===== src/rtl/flag_pkg.sv =====
// Shared definitions for the flag register: flag bit positions, ALU opcode
// encoding and the opcode-to-update-mask decode.
package flag_pkg;

  localparam int FLAG_BITS = 7;

  localparam int FLAG_OVF = 6;
  localparam int FLAG_ABV = 5;
  localparam int FLAG_EQ  = 4;
  localparam int FLAG_BLW = 3;
  localparam int FLAG_BTW = 2;
  localparam int FLAG_COL = 1;
  localparam int FLAG_ERR = 0;

  typedef enum logic [3:0] {
    OP_INV = 4'h0,
    OP_ADD = 4'h1,
    OP_SUB = 4'h2,
    OP_MUL = 4'h3,
    OP_DIV = 4'h4,
    OP_MOV = 4'h5,
    OP_AND = 4'h6,
    OP_OR  = 4'h7,
    OP_XOR = 4'h8,
    OP_SHL = 4'h9,
    OP_SHR = 4'hA,
    OP_CMP = 4'hB,
    OP_NOT = 4'hC,
    OP_JMP = 4'hD,
    OP_BR  = 4'hE,
    OP_NOP = 4'hF
  } alu_op_e;

  // Which stored flag bits an opcode is allowed to overwrite on commit.
  // Bits [2:1] are never covered; they belong to the external range unit.
  function automatic logic [FLAG_BITS-1:0] update_mask(input logic [3:0] op);
    logic [FLAG_BITS-1:0] m;
    m = '0;
    case (op)
      OP_ADD, OP_SUB, OP_MUL, OP_DIV: begin
        m[FLAG_OVF] = 1'b1;
        m[FLAG_ERR] = 1'b1;
      end
      OP_CMP: begin
        m[FLAG_ABV] = 1'b1;
        m[FLAG_EQ]  = 1'b1;
        m[FLAG_BLW] = 1'b1;
      end
      OP_INV: m[FLAG_ERR] = 1'b1;
      default: m = '0;
    endcase
    return m;
  endfunction

endpackage


===== src/rtl/flag_stack.sv =====
// Small LIFO for saving/restoring the flag vector across calls/interrupts.
// The top entry is presented combinationally so a pop restores in one cycle.
module flag_stack #(
  parameter int W     = 7,
  parameter int DEPTH = 4
) (
  input  logic         clk,
  input  logic         reset,
  input  logic         push,
  input  logic         pop,
  input  logic [W-1:0] din,
  output logic [W-1:0] dout,
  output logic         pop_ok,
  output logic         full,
  output logic         empty,
  output logic         err
);

  localparam int AW = (DEPTH > 1) ? $clog2(DEPTH) : 1;
  localparam int CW = $clog2(DEPTH + 1);

  logic [W-1:0]  mem_q [DEPTH];
  logic [CW-1:0] cnt_q, cnt_d;
  logic          err_q, err_d;
  logic          push_ok;
  logic [AW-1:0] top_idx;

  assign full  = (cnt_q == CW'(DEPTH));
  assign empty = (cnt_q == '0);

  // Simultaneous push and pop is treated as illegal, so both are dropped.
  assign push_ok = push & ~pop & ~full;
  assign pop_ok  = pop & ~push & ~empty;

  // DEPTH is a power of two, so the low count bits wrap to the right slot
  // even when the stack is full.
  assign top_idx = cnt_q[AW-1:0] - AW'(1);
  assign dout    = mem_q[top_idx];

  // Next count and illegal-operation detection.
  always_comb begin
    cnt_d = cnt_q;
    if (push_ok)     cnt_d = cnt_q + CW'(1);
    else if (pop_ok) cnt_d = cnt_q - CW'(1);
    err_d = (push & pop) | (push & full) | (pop & empty);
  end

  // Count and error pulse registers.
  always_ff @(posedge clk) begin
    if (reset) begin
      cnt_q <= '0;
      err_q <= 1'b0;
    end else begin
      cnt_q <= cnt_d;
      err_q <= err_d;
    end
  end

  // Storage needs no reset; a push coinciding with reset is abandoned.
  always_ff @(posedge clk) begin
    if (!reset && push_ok) mem_q[cnt_q[AW-1:0]] <= din;
  end

  assign err = err_q;

endmodule


===== src/rtl/flag_register.sv =====
// Stored ALU flags with per-opcode update masks, external [2:1] writes,
// save/restore stack and a sticky error request to the control unit.
module flag_register
  import flag_pkg::*;
#(
  parameter int FLAG_W = FLAG_BITS,
  parameter int DEPTH  = 4
) (
  input  logic              clk,
  input  logic              reset,
  input  logic [3:0]        alu_op,
  input  logic [FLAG_W-1:0] alu_flags,
  input  logic              alu_we,
  input  logic              ext_we,
  input  logic [1:0]        ext_flags,
  input  logic              clr,
  input  logic              push,
  input  logic              pop,
  input  logic              err_ack,
  output logic [FLAG_W-1:0] flags_stored,
  output logic [FLAG_W-1:0] flags_fwd,
  output logic              err_req,
  output logic              stack_full,
  output logic              stack_empty,
  output logic              stack_err
);

  logic [FLAG_W-1:0] flags_q, flags_d;
  logic [FLAG_W-1:0] upd;
  logic [FLAG_W-1:0] mask;
  logic [FLAG_W-1:0] stk_dout;
  logic              stk_pop_ok;
  logic              err_q, err_d;
  logic              err_ev;

  assign mask = update_mask(alu_op);

  flag_stack #(
    .W     (FLAG_W),
    .DEPTH (DEPTH)
  ) u_stack (
    .clk    (clk),
    .reset  (reset),
    .push   (push),
    .pop    (pop),
    .din    (flags_q),
    .dout   (stk_dout),
    .pop_ok (stk_pop_ok),
    .full   (stack_full),
    .empty  (stack_empty),
    .err    (stack_err)
  );

  // Next flag value: restore beats clear beats the merged ALU/external update.
  always_comb begin
    upd = flags_q;
    if (alu_we) upd = (flags_q & ~mask) | (alu_flags & mask);
    if (ext_we) upd[FLAG_BTW:FLAG_COL] = ext_flags;

    if (stk_pop_ok) flags_d = stk_dout;
    else if (clr)   flags_d = '0;
    else            flags_d = upd;

    err_ev = alu_we & mask[FLAG_ERR] & alu_flags[FLAG_ERR];
    err_d  = err_q;
    if (err_ev)       err_d = 1'b1;
    else if (err_ack) err_d = 1'b0;
  end

  // Flag and error-request registers.
  always_ff @(posedge clk) begin
    if (reset) begin
      flags_q <= '0;
      err_q   <= 1'b0;
    end else begin
      flags_q <= flags_d;
      err_q   <= err_d;
    end
  end

  assign flags_stored = flags_q;
  assign flags_fwd    = reset ? '0 : flags_d;
  assign err_req      = err_q;

endmodule


===== config.mk =====
export PLATFORM = sky130hd
export DESIGN_NAME = flag_register
export DESIGN_NICKNAME = d
export VERILOG_FILES = /design/src/rtl/flag_pkg.sv /design/src/rtl/flag_stack.sv /design/src/rtl/flag_register.sv
export SDC_FILE = /design/constraint.sdc
export NUM_CORES = 1
export LEC_CHECK = 0
export BUFFER_PORTS_ARGS = -buffer_cell sky130_fd_sc_hd__buf_4
export CAP_MARGIN = 30
export CORE_ASPECT_RATIO = 0.8
export CORE_MARGIN = 2
export CORE_UTILIZATION = 47
export DETAILED_ROUTE_END_ITERATION = 16
export GPL_ROUTABILITY_DRIVEN = 0
export PLACE_DENSITY = 0.71
export SYNTH_ARGS = -nofsm -noshare
export SYNTH_HDL_FRONTEND = slang
export SYNTH_SLANG_ARGS = --single-unit

===== constraint.sdc =====
create_clock -name clk -period 3.2 [get_ports clk]
set_input_delay 0.48 -clock clk [delete_from_list [all_inputs] [get_ports clk]]
set_output_delay 0.48 -clock clk [all_outputs]
set_load 0.005 [all_outputs]

==> summary.txt, run 1 <==
Synthesis
  • EDFF count, synth: 28
  • Yosys warning count: 0
  • Post-synthesis sequential area ratio: 60.63%
  • Leading area contributor after synthesis: edfxtp_1
  • Mapped cell area: 1783 um^2
  • Most numerous cell in the Yosys netlist: edfxtp_1
  • Top FF cell, synth: edfxtp_1
  • Yosys cell types: 38
  • Share of flip-flops with an asynchronous set or reset: 0%
  • Area contributors post-synth: edfxtp_1 47%, dfxtp_1 13%, mux4_2 8.8%
  • Flops & latches, synth: 40
  • Synth Area per Inst: 14.61 um^2
  • Post-synth top area share: 47.16%
  • Synth Net Count: 148
  • Commonest cells in the synthesized netlist: 28 x edfxtp_1, 12 x dfxtp_1, 7 x mux4_2, 7 x nand2_1
  • Synth Instances: 122

GRT
  • Pin count of the biggest net entering global routing: 15
  • Initial antenna violation count: 0
  • Residual overflow from global routing: 0
  • Global-route wire length before repair: 5471 um
  • Vias in the first global route: 1118
  • Gr usage total: 17.91%

Routing
  • DRC viols: 0
  • DRT Pass-1 Iters: 4
  • Final wirelength: 3396 um
  • Routed WL per cell: 16.57 um
  • Vias: 1115
  • Initial drt markers: 56
  • Final ANT Viol Nets: 0
  • Vias/cell: 5.439

Worst setup path
  • CP Cell Sequence: inv_1 > ha_1 > mux4_2 > a21oi_1 > nor2_1 > buf_4
  • Worst Path Required: 2.72 ns
  • Buf+Inv Stages, Crit Path: 2
  • Kind of critical path: register to output port
  • CP max FO: 7
  • CP Launch Type: register
  • CP delay by family, top: adder cells
  • Max incr delay on CP: 0.52 ns
  • Worst Setup End Kind: output port
  • WP data arrival: 2.08 ns
  • Worst path slowest cell: ha_1

Clocking
  • TritonCTS buffer count: 5
  • # clock sinks: 40
  • H-tree levels: 2
  • Skew-Pair Late Insertion Delay: 0.28 ns
  • Hold buffers post-CTS: 0
  • CTS root buf: clkbuf_8
  • Post_cts resized: 0
  • Setup bufs post-CTS: 0
  • Clk slew on worst S/H paths: 0.07 ns
  • TritonCTS clock tree: built
  • CTS max path bufs: 2

Floorplan
  • Rows: 19
  • DIE WIDTH: 72.86 um
  • Die H: 59.09 um
  • Core Area: 3542 um^2
  • Die area: 4305 um^2
  • I/O Pins: 39
  • Initial Utilization: 50.34%

Power
  • Total leakage power: 0.8106 nW
  • Total power: 1.218 mW
  • PD cells: 562.7 nW/um^2
  • Max VDD drop: 0.3915 mV

Cells and area
  • Design Area, Final: 2165 um^2
  • Ant. Diodes: 0
  • Post-route core utilization: 61.11%
  • Fin nets: 188
  • Post-route insts no fill: 205
  • Layout overhead on the synthesized area: 21.40%
  • Layout cells sized above 1: 37.42%
  • Filler Cell Count: 265

Timing
  • Period utilization: 80.13%
  • Worst Slack Setup Final: 0.6358 ns
  • FMAX: 390.0 MHz
  • Hold WS: 0.4614 ns
  • RSZ-0062 raised after global routing: no
  • Sum Neg Setup Slack: 0 ns
  • Layout Skew: 0.008198 ns
  • Final hold vios: 0
  • Worst slew pin tran: 0.4274 ns
  • Rel. slew slack: 71.51%
  • Post-layout min period: 2.564 ns
  • Max-slew violation count: 0
  • Final setup viols: 0

Place
  • Post-placement worst setup slack: 0.8980 ns
  • DPL Wire Length: 2473 um
  • Cells after DPL: 197
  • Port Buffers: 36
  • Post-DP Area: 2082 um^2

Run status
  • Status: finished clean

Flow run
  • MaxCap Viol Count: 0

Hold path
  • Worst min-delay path class: input port to register
## per-layer routing
| metal | global-route usage [%] | share of wire, % | up-vias |
|---|---|---|---|
| li1 | - | - | 544 |
| met1 | 25.08 | 48 | 544 |
| met2 | 27.01 | 47 | 20 |
| met3 | 5.102 | 3.7 | 7 |
| met4 | 6.349 | 1.4 | 0 |
| met5 | 0 | 0 | - |
## layout make-up
class | count | area [um^2] | area share, %
well taps | 42 | 52.55 | 2.428
multi-input cells | 74 | 655.6 | 30.29
clock inverters | 3 | 13.76 | 0.6358
flip-flops and latches | 40 | 1081 | 49.94
clock buffers | 5 | 68.82 | 3.179
repair buffers | 37 | 277.8 | 12.83
inverters | 4 | 15.01 | 0.6936
## cells by family (layout without fill, tap and decap cells)
group	Yosys count	in the layout	synth area share, %
AOI/OAI and AO/OA	16	16	7.087
and+or+nand+nor	41	41	14.18
adders and majority gates	5	5	3.930
buffers and inverters	8	49	2.596
xor gates and xnor gates	1	1	0.4913
DFF	40	40	60.63
muxes	11	11	11.09
## power by group
group	internal, mW	switching (mW)	leakage, nW
Combinational	0.150	0.154	0.407
Clock	0.148	0.157	0.0453
Sequential	0.586	0.0225	0.358
## flip-flops by register name, summed over array words and instances (netlist names)
name,flops
u_stack.cnt_q,3
flags_stored,7
err_req,1
u_stack.mem_q,28
u_stack.err,1
## final timing paths
check / startpoint / to / slack (ns) / cells past startpoint
setup / recovery: u_stack.cnt_q[1] / flags_fwd[1] / 0.64 / 6
hold / removal: clr / flags_stored[6] / 0.46 / 2
setup reg to reg: u_stack.cnt_q[1] / u_stack.cnt_q[2] / 0.95 / 8
hold reg to reg: err_req / err_req / 0.52 / 2
## layout by cell type (no fill, tap or decap), types with 2 or more instances in the layout
cell type and count:
nand4_1 4, dfxtp_1 12, and2_1 5, clkbuf_8 5, a21oi_1 3, nor2_1 5, buf_4 37, mux2i_1 4
inv_1 3, nand2b_1 2, nor2b_1 2, nand3_1 4, nor2_4 2, ha_1 4, clkinv_2 2, a211oi_1 2
nor3_1 3, edfxtp_1 28, mux4_2 7, a31oi_1 4, nand2_1 7
(Power assumes the default switching activity.)
==> inputs of run 2 (changes only) <==
--- a/config.mk
+++ b/config.mk
@@ -12,7 +12,7 @@
 export CORE_UTILIZATION = 47
 export DETAILED_ROUTE_END_ITERATION = 16
 export GPL_ROUTABILITY_DRIVEN = 0
-export PLACE_DENSITY = 0.71
+export PLACE_DENSITY = 0.73
 export SYNTH_ARGS = -nofsm -noshare
 export SYNTH_HDL_FRONTEND = slang
 export SYNTH_SLANG_ARGS = --single-unit
==> constraint.sdc (replaced) <==
create_clock -name clk -period 2.2 [get_ports clk]
set_input_delay 0.33 -clock clk [delete_from_list [all_inputs] [get_ports clk]]
set_output_delay 0.33 -clock clk [all_outputs]
set_load 0.005 [all_outputs]
==> run 2 against run 1 <==
Against the previous run:
- non-clock buffer count is 8 higher
- sequential power increased by 45%
- clock power grew 94%
- clock-buffer cell count stayed put
- final cell count rose by 3.9%
- first-iteration DRC count grew 32%
- clock skew grew 0.0033 ns
- cell area grew 5.1%
- global-route usage increased by 1.3 points
- combinational power increased by 59%
- utilization grew 3.1 points
- hold slack got worse by 0.15 ns
- critical path type unchanged
==> summary.txt, run 2 (synthesis results as in run 1) <==
Run status
  • Status: finished clean

Clocking
  • CTS max path bufs: 2 (unchanged)
  • Skew-Pair Late Insertion Delay: 0.30 ns (+0.02 ns)
  • Setup bufs post-CTS: 0 (unchanged)
  • Hold buffers post-CTS: 0 (unchanged)
  • CTS root buf: clkbuf_8
  • TritonCTS clock tree: built
  • H-tree levels: 2 (unchanged)
  • Clk slew on worst S/H paths: 0.08 ns (about the same)
  • TritonCTS buffer count: 5 (unchanged)
  • # clock sinks: 40 (unchanged)

Cells and area
  • Most frequent cells in the layout: 45 x buf_4, 28 x edfxtp_1, 11 x dfxtp_1
  • Most common cell after layout, fill and taps aside: buf_4
  • Fin nets: 196 (+4.3%)
  • Ant. Diodes: 0 (unchanged)
  • Multi-input gate area in the final layout: 675.6 um^2 (+3.1%)
  • Design Area, Final: 2275 um^2 (+5.1%)
  • Max reg flops: 28 (unchanged)
  • Layout cells sized above 1: 42.69% (+5.3 points)
  • Filler Cell Count: 267 (+0.75%)
  • Layout overhead on the synthesized area: 27.58%
  • FF/Latch Area: 1082 um^2 (+0.12%)

Power
  • Max VDD drop: 0.5899 mV (+51%)
  • Total leakage power: 0.8659 nW (+6.8%)
  • Total power: 1.957 mW (+61%)
  • PD cells: 860.3 nW/um^2 (+53%)

Worst setup path
  • R2R depth: 8 (unchanged)
  • Worst R2R End: u_stack.cnt_q[2]
  • Worst Setup End Kind: output port
  • CP max FO: 11 (+4)
  • CP delay by family, top: multiplexers
  • Worst path slowest cell: mux4_2
  • CP most frequent cell: buf_4
  • Buf+Inv Stages, Crit Path: 2 (unchanged)
  • Worst Path Required: 1.87 ns (-0.85 ns)
  • CP Cell Sequence: buf_4 > mux4_2 > a21oi_1 > nor2_1 > buf_4
  • WP data arrival: 1.76 ns (-0.32 ns)
  • Max incr delay on CP: 0.54 ns (+0.02 ns)
  • R2R setup slack: 0.19 ns (-0.76 ns)
  • Kind of critical path: register to output port
  • CP Launch Type: register
  • Reg-to-Reg Start: u_stack.cnt_q[1]

Timing
  • Final hold vios: 0 (unchanged)
  • Period utilization: 95.16%
  • RSZ-0062 raised after global routing: yes
  • Final setup viols: 0 (unchanged)
  • FMAX: 477.7 MHz
  • Sum Neg Setup Slack: 0 ns (unchanged)
  • Rel. slew slack: 76.74% (+5.2 points)
  • Layout Skew: 0.01150 ns (+0.003299 ns)
  • Worst slew pin tran: 0.3482 ns (-0.07920 ns)
  • Max-slew violation count: 0 (unchanged)
  • Post-layout min period: 2.093 ns
  • Hold WS: 0.3100 ns (-0.1514 ns)
  • Worst Slack Setup Final: 0.1065 ns (-0.5293 ns)

Hold path
  • Hold EP: u_stack.err
  • Hold_sp: push
  • Hold Path Depth: 3 (+1)
  • Worst min-delay path class: input port to register

Place
  • DPL Wire Length: 2707 um (+9.5%)
  • Post-DP Area: 2153 um^2 (+3.4%)
  • Port Buffers: 36 (unchanged)
  • Post-placement worst setup slack: 0.1680 ns (-0.7299 ns)

Flow run
  • MaxCap Viol Count: 0 (unchanged)

Floorplan
  • Core Area: 3542 um^2 (unchanged)
  • Die area: 4305 um^2 (unchanged)
  • Initial Utilization: 50.34% (unchanged)
  • Die H: 59.09 um (unchanged)
  • DIE WIDTH: 72.86 um (unchanged)
  • Rows: 19 (unchanged)
  • I/O Pins: 39 (unchanged)

GRT
  • Global-route wire length before repair: 5899 um (+7.8%)
  • Initial antenna violation count: 0 (unchanged)
  • Residual overflow from global routing: 0 (unchanged)
  • Gr usage total: 19.25% (+1.3 points)
  • Vias in the first global route: 1218 (+8.9%)
  • Pin count of the biggest net entering global routing: 15 (unchanged)

Routing
  • DRC viols: 0 (unchanged)
  • Vias: 1158 (+3.9%)
  • Final ANT Viol Nets: 0 (unchanged)
  • Routed WL per cell: 17.32 um (+4.6%)
  • Initial drt markers: 74 (+32%)
  • DRT Pass-1 Iters: 4 (unchanged)
  • Final wirelength: 3690 um (+8.7%)
  • Vias/cell: 5.437 (about the same)
## run 2: worst min-delay path, stage by stage
cell and delay [ns]:
buf_4 0.13, nand2_1 0.05, a21oi_1 0.05
## run 2: through the flow
stage / std cells / util [%]
finish: 213 / 64.22
global route: 213 / 64.22
CTS: 213 / 64.22
detailed placement: 205 / 60.79
global placement: 205 / 60.79
floorplan: 122 / -
## run 2: power breakdown
group | total, mW | internal (mW) | switching (mW)
combinational | 0.486 | 0.249 | 0.237
sequential | 0.880 | 0.853 | 0.0274
clock | 0.591 | 0.336 | 0.255
## run 2: worst max-delay path by stage
stage,startpoint,end,slack [ns],depth (start not counted)
after global placement,u_stack.cnt_q[0],u_stack.cnt_q[2],0.26,8
after floorplan,u_stack.cnt_q[0],u_stack.cnt_q[2],0.03,10
after CTS,u_stack.cnt_q[0],flags_fwd[2],0.07,5
after detailed placement,u_stack.cnt_q[0],u_stack.cnt_q[2],0.17,8
final,u_stack.cnt_q[0],flags_fwd[2],0.11,5
after global routing,u_stack.cnt_q[0],flags_fwd[0],-0.0005,7
## run 2: area by class of cell
class | instances | share of cell area (%)
Clock buffer | 5 | 3.025
Timing Repair Buffer | 45 | 14.85
Tap cell | 42 | 2.310
Sequential cell | 40 | 47.58
Inverter | 4 | 0.6601
Multi-Input combinational cell | 74 | 29.70
Clock inverter | 3 | 1.870
## run 2: layer usage
layer / GRT usage, % / vias to the layer above / part of all wire, %
met5: 0 / - / 0
met4: 11.64 / 0 / 1.7
met3: 5.612 / 6 / 5.2
met2: 27.92 / 34 / 46
met1: 25.73 / 557 / 47
li1: - / 561 / -
## run 2: timing repair
item                       4_1_cts  5_1_grt
pin swaps                        0        2
setup endpoints to repair        1        2
resized for setup                1        0
